<file path="config.mk">
export PLATFORM = sky130hd
export DESIGN_NAME = branch_resolve_queue
export DESIGN_NICKNAME = d
export VERILOG_FILES = /design/src/rtl/branch_resolve_queue.sv
export SDC_FILE = /design/constraint.sdc
export NUM_CORES = 1
export LEC_CHECK = 0
export CAP_MARGIN = 30
export CORE_MARGIN = 1.5
export CORE_UTILIZATION = 49
export DETAILED_ROUTE_END_ITERATION = 16
export PLACE_DENSITY = 0.86
export SLEW_MARGIN = 5
export SYNTH_ARGS = -nofsm -noshare
export SYNTH_HDL_FRONTEND = slang
export SYNTH_SLANG_ARGS = --single-unit
</file>
<file path="constraint.sdc">
create_clock -name clk -period 2.5 [get_ports clk]
set_input_delay 0.25 -clock clk [delete_from_list [all_inputs] [get_ports clk]]
set_output_delay 0.25 -clock clk [all_outputs]
set_load 0.1 [all_outputs]
</file>
<file path="src/rtl/branch_resolve_queue.sv">
// In-order queue of in-flight branch predictions, resolved against EX outcomes.
// Produces predictor training strobes, mispredict/flush requests and saturating statistics.
module branch_resolve_queue #(
  parameter int unsigned DEPTH = 4,
  parameter int unsigned PC_W  = 32,
  parameter int unsigned CNT_W = 16
) (
  input  logic                     clk,
  input  logic                     rst_n,
  input  logic                     pred_valid,
  input  logic                     pred_taken,
  input  logic [PC_W-1:0]          pred_pc,
  output logic                     pred_ready,
  input  logic                     res_valid,
  input  logic                     res_taken,
  output logic                     upd_en,
  output logic                     upd_branch,
  output logic                     mispredict,
  output logic [PC_W-1:0]          mispredict_pc,
  output logic [$clog2(DEPTH):0]   occupancy,
  output logic [CNT_W-1:0]         branch_cnt,
  output logic [CNT_W-1:0]         mispred_cnt,
  output logic                     resolve_err
);

  localparam int unsigned PtrW = $clog2(DEPTH);
  localparam int unsigned OccW = PtrW + 1;

  logic [PtrW-1:0]  head_q, head_d;
  logic [PtrW-1:0]  tail_q, tail_d;
  logic [OccW-1:0]  occ_q, occ_d;
  logic [CNT_W-1:0] bcnt_q, bcnt_d;
  logic [CNT_W-1:0] mcnt_q, mcnt_d;
  logic             upd_en_q, upd_en_d;
  logic             upd_branch_q, upd_branch_d;
  logic             mispredict_q, mispredict_d;
  logic [PC_W-1:0]  mispredict_pc_q, mispredict_pc_d;
  logic             resolve_err_q, resolve_err_d;

  logic             taken_mem [DEPTH];
  logic [PC_W-1:0]  pc_mem    [DEPTH];

  logic             empty;
  logic             full;
  logic             head_taken;
  logic [PC_W-1:0]  head_pc;
  logic             do_resolve;
  logic             do_mis;
  logic             do_push;

  assign empty      = (occ_q == '0);
  assign full       = (occ_q == OccW'(DEPTH));
  assign pred_ready = ~full;

  assign head_taken = taken_mem[head_q];
  assign head_pc    = pc_mem[head_q];

  assign do_resolve = res_valid & ~empty;
  assign do_mis     = do_resolve & (res_taken != head_taken);
  // A mispredict flushes everything younger, including a same-cycle push.
  assign do_push    = pred_valid & pred_ready & ~do_mis;

  always_comb begin
    head_d = head_q;
    tail_d = tail_q;
    occ_d  = occ_q;
    if (do_mis) begin
      head_d = tail_q;
      occ_d  = '0;
    end else begin
      if (do_resolve) begin
        head_d = head_q + PtrW'(1);
      end
      if (do_push) begin
        tail_d = tail_q + PtrW'(1);
      end
      unique case ({do_push, do_resolve})
        2'b10:   occ_d = occ_q + OccW'(1);
        2'b01:   occ_d = occ_q - OccW'(1);
        default: occ_d = occ_q;
      endcase
    end
  end

  always_comb begin
    upd_en_d        = do_resolve;
    upd_branch_d    = do_resolve ? res_taken : upd_branch_q;
    mispredict_d    = do_mis;
    mispredict_pc_d = do_mis ? head_pc : mispredict_pc_q;
    resolve_err_d   = resolve_err_q | (res_valid & empty);
    bcnt_d          = bcnt_q;
    mcnt_d          = mcnt_q;
    if (do_resolve && (bcnt_q != '1)) begin
      bcnt_d = bcnt_q + CNT_W'(1);
    end
    if (do_mis && (mcnt_q != '1)) begin
      mcnt_d = mcnt_q + CNT_W'(1);
    end
  end

  always_ff @(posedge clk or negedge rst_n) begin
    if (!rst_n) begin
      head_q          <= '0;
      tail_q          <= '0;
      occ_q           <= '0;
      bcnt_q          <= '0;
      mcnt_q          <= '0;
      upd_en_q        <= 1'b0;
      upd_branch_q    <= 1'b0;
      mispredict_q    <= 1'b0;
      mispredict_pc_q <= '0;
      resolve_err_q   <= 1'b0;
    end else begin
      head_q          <= head_d;
      tail_q          <= tail_d;
      occ_q           <= occ_d;
      bcnt_q          <= bcnt_d;
      mcnt_q          <= mcnt_d;
      upd_en_q        <= upd_en_d;
      upd_branch_q    <= upd_branch_d;
      mispredict_q    <= mispredict_d;
      mispredict_pc_q <= mispredict_pc_d;
      resolve_err_q   <= resolve_err_d;
    end
  end

  // Entry payload needs no reset: it is only read while occupancy is non-zero.
  always_ff @(posedge clk) begin
    if (do_push) begin
      taken_mem[tail_q] <= pred_taken;
      pc_mem[tail_q]    <= pred_pc;
    end
  end

  assign upd_en        = upd_en_q;
  assign upd_branch    = upd_branch_q;
  assign mispredict    = mispredict_q;
  assign mispredict_pc = mispredict_pc_q;
  assign occupancy     = occ_q;
  assign branch_cnt    = bcnt_q;
  assign mispred_cnt   = mcnt_q;
  assign resolve_err   = resolve_err_q;

endmodule
</file>
* Yosys cells after proc, flatten, opt, wreduce, memory -nomap -nowiden
Memories as Yosys holds them, arrays and structs flattened. A register that Yosys moved wholly into a read port is not among the register bits.
Cells that the tools add are included.
** Operators by class
- Add/subtract/negate cells :: 6
- Reduce and logical (&&, ||, !) cells :: 7
- Equality and inequality tests :: 6
- Bitwise logic cells :: 9
- Muxes and demuxes :: 6
** Operator list (number)
- adder 16 x 1 -> 16 bit (second input constant) :: 2
- != test 16 bit (second input constant) :: 2
- case mux 3 bit (2 select lines) :: 1
- AND 1 bit :: 5
- adder 2 x 1 -> 2 bit (second input constant) :: 2
- two-way mux 2 bit :: 2
- adder 3 x 1 -> 3 bit (second input constant) :: 1
- equality test 3 bit (second input constant) :: 1
- zero test 3 bit :: 1
- two-way mux 3 bit :: 1
- inverter 1 bit :: 3
- nonzero test 3 bit :: 1
- subtractor 3 x 1 -> 3 bit (second input constant) :: 1
- equality test 2 x 1 -> 1 bit (second input constant) :: 1
- equality test 2 bit (second input constant) :: 1
- logical AND 1 bit :: 2
- two-way mux 1 bit :: 2
- AND reduction 2 bit :: 1
- nonzero test 2 bit :: 1
- zero test 1 bit :: 1
- != test 1 bit :: 1
- OR 1 bit :: 1
** Word-level totals
- Input bits :: 38
- RAM bits :: 132
- Memories kept :: 2
- Bits in registers :: 43
- Output and inout port bits :: 72
- Word-level logic and storage cells :: 45
** Memories
- pc_mem :: depth 4, bits a word 32, rd ports 1, clocked after memory_dff 1, write ports 1, RTL line 41 : logic [PC_W-1:0] pc_mem [DEPTH];
- taken_mem :: depth 4, bits a word 1, rd ports 1, clocked after memory_dff 0, write ports 1, RTL line 40 : logic taken_mem [DEPTH];

* Depth between registers and ports, before layout
- Word-level depth :: 9
- Gate-level depth with buffers :: 10
- Gate-level depth less buffers :: 9

* Least setup slack after synthesis
OpenSTA, ideal clock, no wires.
- Path type :: reg-to-reg
- Start :: reg occ_q[0] (netlist: occupancy[0])
- End :: mem pc_mem[0][0] (enable)
- Path slack :: -0.876 ns
- Stages on the path, launching flop included :: 5
- Data required time :: 2.107 ns
- Data arrival time :: 2.983 ns
- Path buffers :: 1
- Clock period less this slack :: 3.376 ns
- Cells stage by stage :: dfrtp_1 -> or3b_2 -> and2_1 -> clkbuf_1 -> and3_1
** RTL lines
- start: declaration :: RTL line 31 : logic [OccW-1:0] occ_q, occ_d;
- start signal: assignment :: RTL line 105 : occ_q <= '0;
- start signal: assignment :: RTL line 116 : occ_q <= occ_d;
- equality test 3 bit :: RTL line 52 : assign full = (occ_q == OccW'(DEPTH));
- inverter 1 bit :: RTL line 53 : assign pred_ready = ~full;
- via pred_ready :: RTL line 13 : output logic pred_ready,
- AND 1 bit (2 in a row) :: RTL line 61 : assign do_push = pred_valid & pred_ready & ~do_mis;
- two-way mux 1 bit :: RTL line 129 : if (do_push) begin
- two-way mux 1 bit (implied by the code) :: RTL line 131 : pc_mem[tail_q] <= pred_pc;
- end: declaration :: RTL line 41
The timed path passes the listed nets, and every way through them passes these cells.

* Final worst setup path
- Start :: reg head_q[1]
- End :: reg occ_q[2] (netlist: occupancy[2])
** Between the ends
- Longest elaborated chain between the ends :: 8
** RTL lines
- start: declaration :: RTL line 29 : logic [PtrW-1:0] head_q, head_d;
- start signal: assignment :: RTL line 103 : head_q <= '0;
- start signal: assignment :: RTL line 114 : head_q <= head_d;
- memory read (4 x 1 bit) (*)
- != test 1 bit (*) :: RTL line 59 : assign do_mis = do_resolve & (res_taken != head_taken);
- AND 1 bit (*) :: RTL line 59
- inverter 1 bit (no source line)
- AND 1 bit :: RTL line 61
- equality test 2 x 1 -> 1 bit or equality test 2 bit (tied branches) :: RTL line 77 : unique case ({do_push, do_resolve})
- case mux 3 bit (2 select lines) :: RTL line 77
- two-way mux 3 bit :: RTL line 67 : if (do_mis) begin
Every way passes the cells marked *; elsewhere a longest branch is shown, timed or not.
A chain may end at the register's enable or synchronous reset.

==> impl_metrics.toml <==
[critical_path]
worstPathRequired_ps = 2920
crit_fanout = 5
cpMaxStageDelayCell = "dfrtp_2"
regToRegSetupSlack_ps = 110
cp_cell_sequence = "mux2i_2 > mux2_4 > or2_2 > a31oi_2 > o21a_1 > ha_2 > nor4_2 > a311o_1 > mux2i_1"
reg2reg_depth = 9
start_kind = "flip-flop"
critical_path_arrival_ps = 2810
critical_path_class = "flip-flop to flip-flop"
max_stage_delay_ps = 410
reg2reg_from = "head_q[1]"
r2r-end = "occupancy[2]"
endpoint_kind = "flip-flop"

[sta]
max_slew.worst_pin.slew_ps = 671.6
holdWs_ps = 235.7
setup_viol = 0
max_freq_mhz = 418.5
min_period_ps = 2389
slew-limit-headroom_pct = 55.23
finalHoldViolCount = 0
timing.final.max_slew_violations = 0
fin_worst_skew_ps = 25.06
tns_ps = 0
finalCritPeriodShare_pct = 95.58

[detailed_routing]
ant_nets = 0
viasPerCell = 5.509
drt-wirelength-per-cell_um = 19.50
drt-total-wl_um = 16030
vias = 4528
dr.pass1.iters = 4
drc = 0
drt_iter0_drc = 232

[job]
max_cap_viol_count = 0

[placement]
portBuffers = 109
gp_congestion = 0.8181
dp_hpwl_um = 10390

[logic_synthesis]
synth_top_area_share_pct = 47.96
synthCells = 444
synth-seq-cells = 207
muxShareOfSynthArea_pct = 15.61
yosysMostFrequentCell = "edfxtp_1"
synth-xor-area-share_pct = 3.179
ys_top_cells_by_area = "edfxtp_1 (48%), dfrtp_1 (23%), mux4_2 (8.7%)"
synth_compound_area_share_pct = 1.681
synthArstFlopShare_pct = 36.23
synth_flop_cell = "edfxtp_1"
syn_nets = 489
yosysTopAreaCell = "edfxtp_1"
synth_seq_area_share_pct = 70.67
synthAdderAreaFrac_pct = 1.060
synth_cell_types = 45
netlist_area_mm2 = 0.008264
synthSimpleGateAreaFrac_pct = 5.874
synth_warnings = 0
synth_edf_count = 132
syn_avg_cell_area_um2 = 18.61
synth_top_family_by_area = "multiplexers"
synth.top_cells.by_count = "edfxtp_1 (132), dfrtp_1 (75), mux4_2 (32)"

[floorplan]
num_io_pins = 110
die_area_mm2 = 0.01765
start_util_pct = 50.01
die_x_um = 132.9
die_h_um = 132.9
core_area_mm2 = 0.01652
rows = 47

[cells_and_area]
drive_gt1_share_pct = 36.21
diodes = 0
nets = 631
area_growth_pct = 25.60
finish.utilization_pct = 62.82

[grt]
grt_pass1_wl_um = 25500
grt_pass1_vias = 4630
track_usage_pct = 18.72
antenna_found_initial = 0
overflow = 0
grt_max_degree = 76

[cts]
cts_buffers = 22
clock-root-buffer = "clkbuf_16"
clkSlewWorstSetupHoldPaths_ps = 70
clk_path_buf_depth = 3
cts.sinks = 207
htreeDepth = 1
clk_latency_ps = 520
tritoncts = "yes"

[min_path]
hold_class = "input pin to async pin"

[outcome]
outcome = "finished clean"
==> cells by family after synthesis <==
kind of cell / count (synthesis)
AO/OA/AOI/OAI: 19
XOR/XNOR: 30
adder cells (fa/ha/maj): 7
buffers and inverters: 20
flip-flops: 207
multiplexers: 72
AND/OR/NAND/NOR: 89
==> layout make-up <==
type	instances	area [µm²]
fill	1148	6145
sequential	207	5847
multi-input combinational	217	2291
timing repair buffer	133	1216
clock buffer	27	569.3
tap	220	275.3
clock inverter	13	150.1
inverter	5	31.28
==> stage by stage <==
step	instance area, µm²	setup slack (ps)	instances
floorplan	8275	-32.19	444
global placement	9604	0.8238	779
detailed placement	9604	-137.0	779
CTS	10330	17.12	820
global route	10380	-9.286	822
finish	10380	110.5	822
==> cell usage in the layout (no fill, tap or decap), drive strengths merged, types with 3 or more instances in the layout <==
cell type,instances
and4,3
dfrtp,75
nand3,15
clkinv,9
edfxtp,132
buf,96
nor4,3
ha,7
o21ai,6
clkbuf,27
and3,9
inv,5
mux4,32
xnor2,25
nor2,10
nor3,3
clkdlybuf4s50,36
nand4,17
mux2i,4
mux2,36
nand2,21
xor2,5
==> state kept, by name, indices dropped and copies added (netlist names) <==
signal and cells:
resolve_err 1, taken_mem 4, tail_q 2, head_q 2, mispredict_pc 32, upd_en 1, pc_mem 128, branch_cnt 16
mispredict 1, mispred_cnt 16, upd_branch 1, occupancy 3
==> worst max-delay path by stage <==
stage                 startpoint      endpoint  slack, ps  cells after the start
global placement       res_taken  occupancy[2]        0.8                     10
floorplan           occupancy[0]  pc_mem[2][0]        -30                      4
CTS                    head_q[1]  occupancy[2]         20                      9
global route           head_q[1]  occupancy[2]         -9                      9
finish                 head_q[1]  occupancy[2]        110                      9
detailed placement     res_taken  occupancy[2]       -140                     10
==> routing by layer <==
| layer | vias up | GRT usage, % | part of all wire (%) |
|---|---|---|---|
| li1 | 2017 | - | - |
| met1 | 2327 | 24.43 | 40 |
| met5 | - | 0 | 0 |
| met2 | 155 | 32.70 | 53 |
| met4 | 0 | 4.762 | 2.0 |
| met3 | 29 | 3.333 | 5.2 |
==> what timing repair did <==
action,4_1_cts,5_1_grt
gates resized for setup,0,4
endpoints found under the hold margin,75,0
hold buffers,1,0
endpoints found under the setup margin,0,1
setup buffers,0,1
==> critical path, delay by kind of cell, from the launching register on <==
kind	cells	cell delay, ps
flip-flops	1	410
AO/OA/AOI/OAI	3	630
adder cells (fa/ha/maj)	1	190
AND/OR/NAND/NOR	2	360
multiplexers	3	730
Power is not shown: default switching activity piles up to over one toggle a cycle in this logic, so the estimate is an artifact.
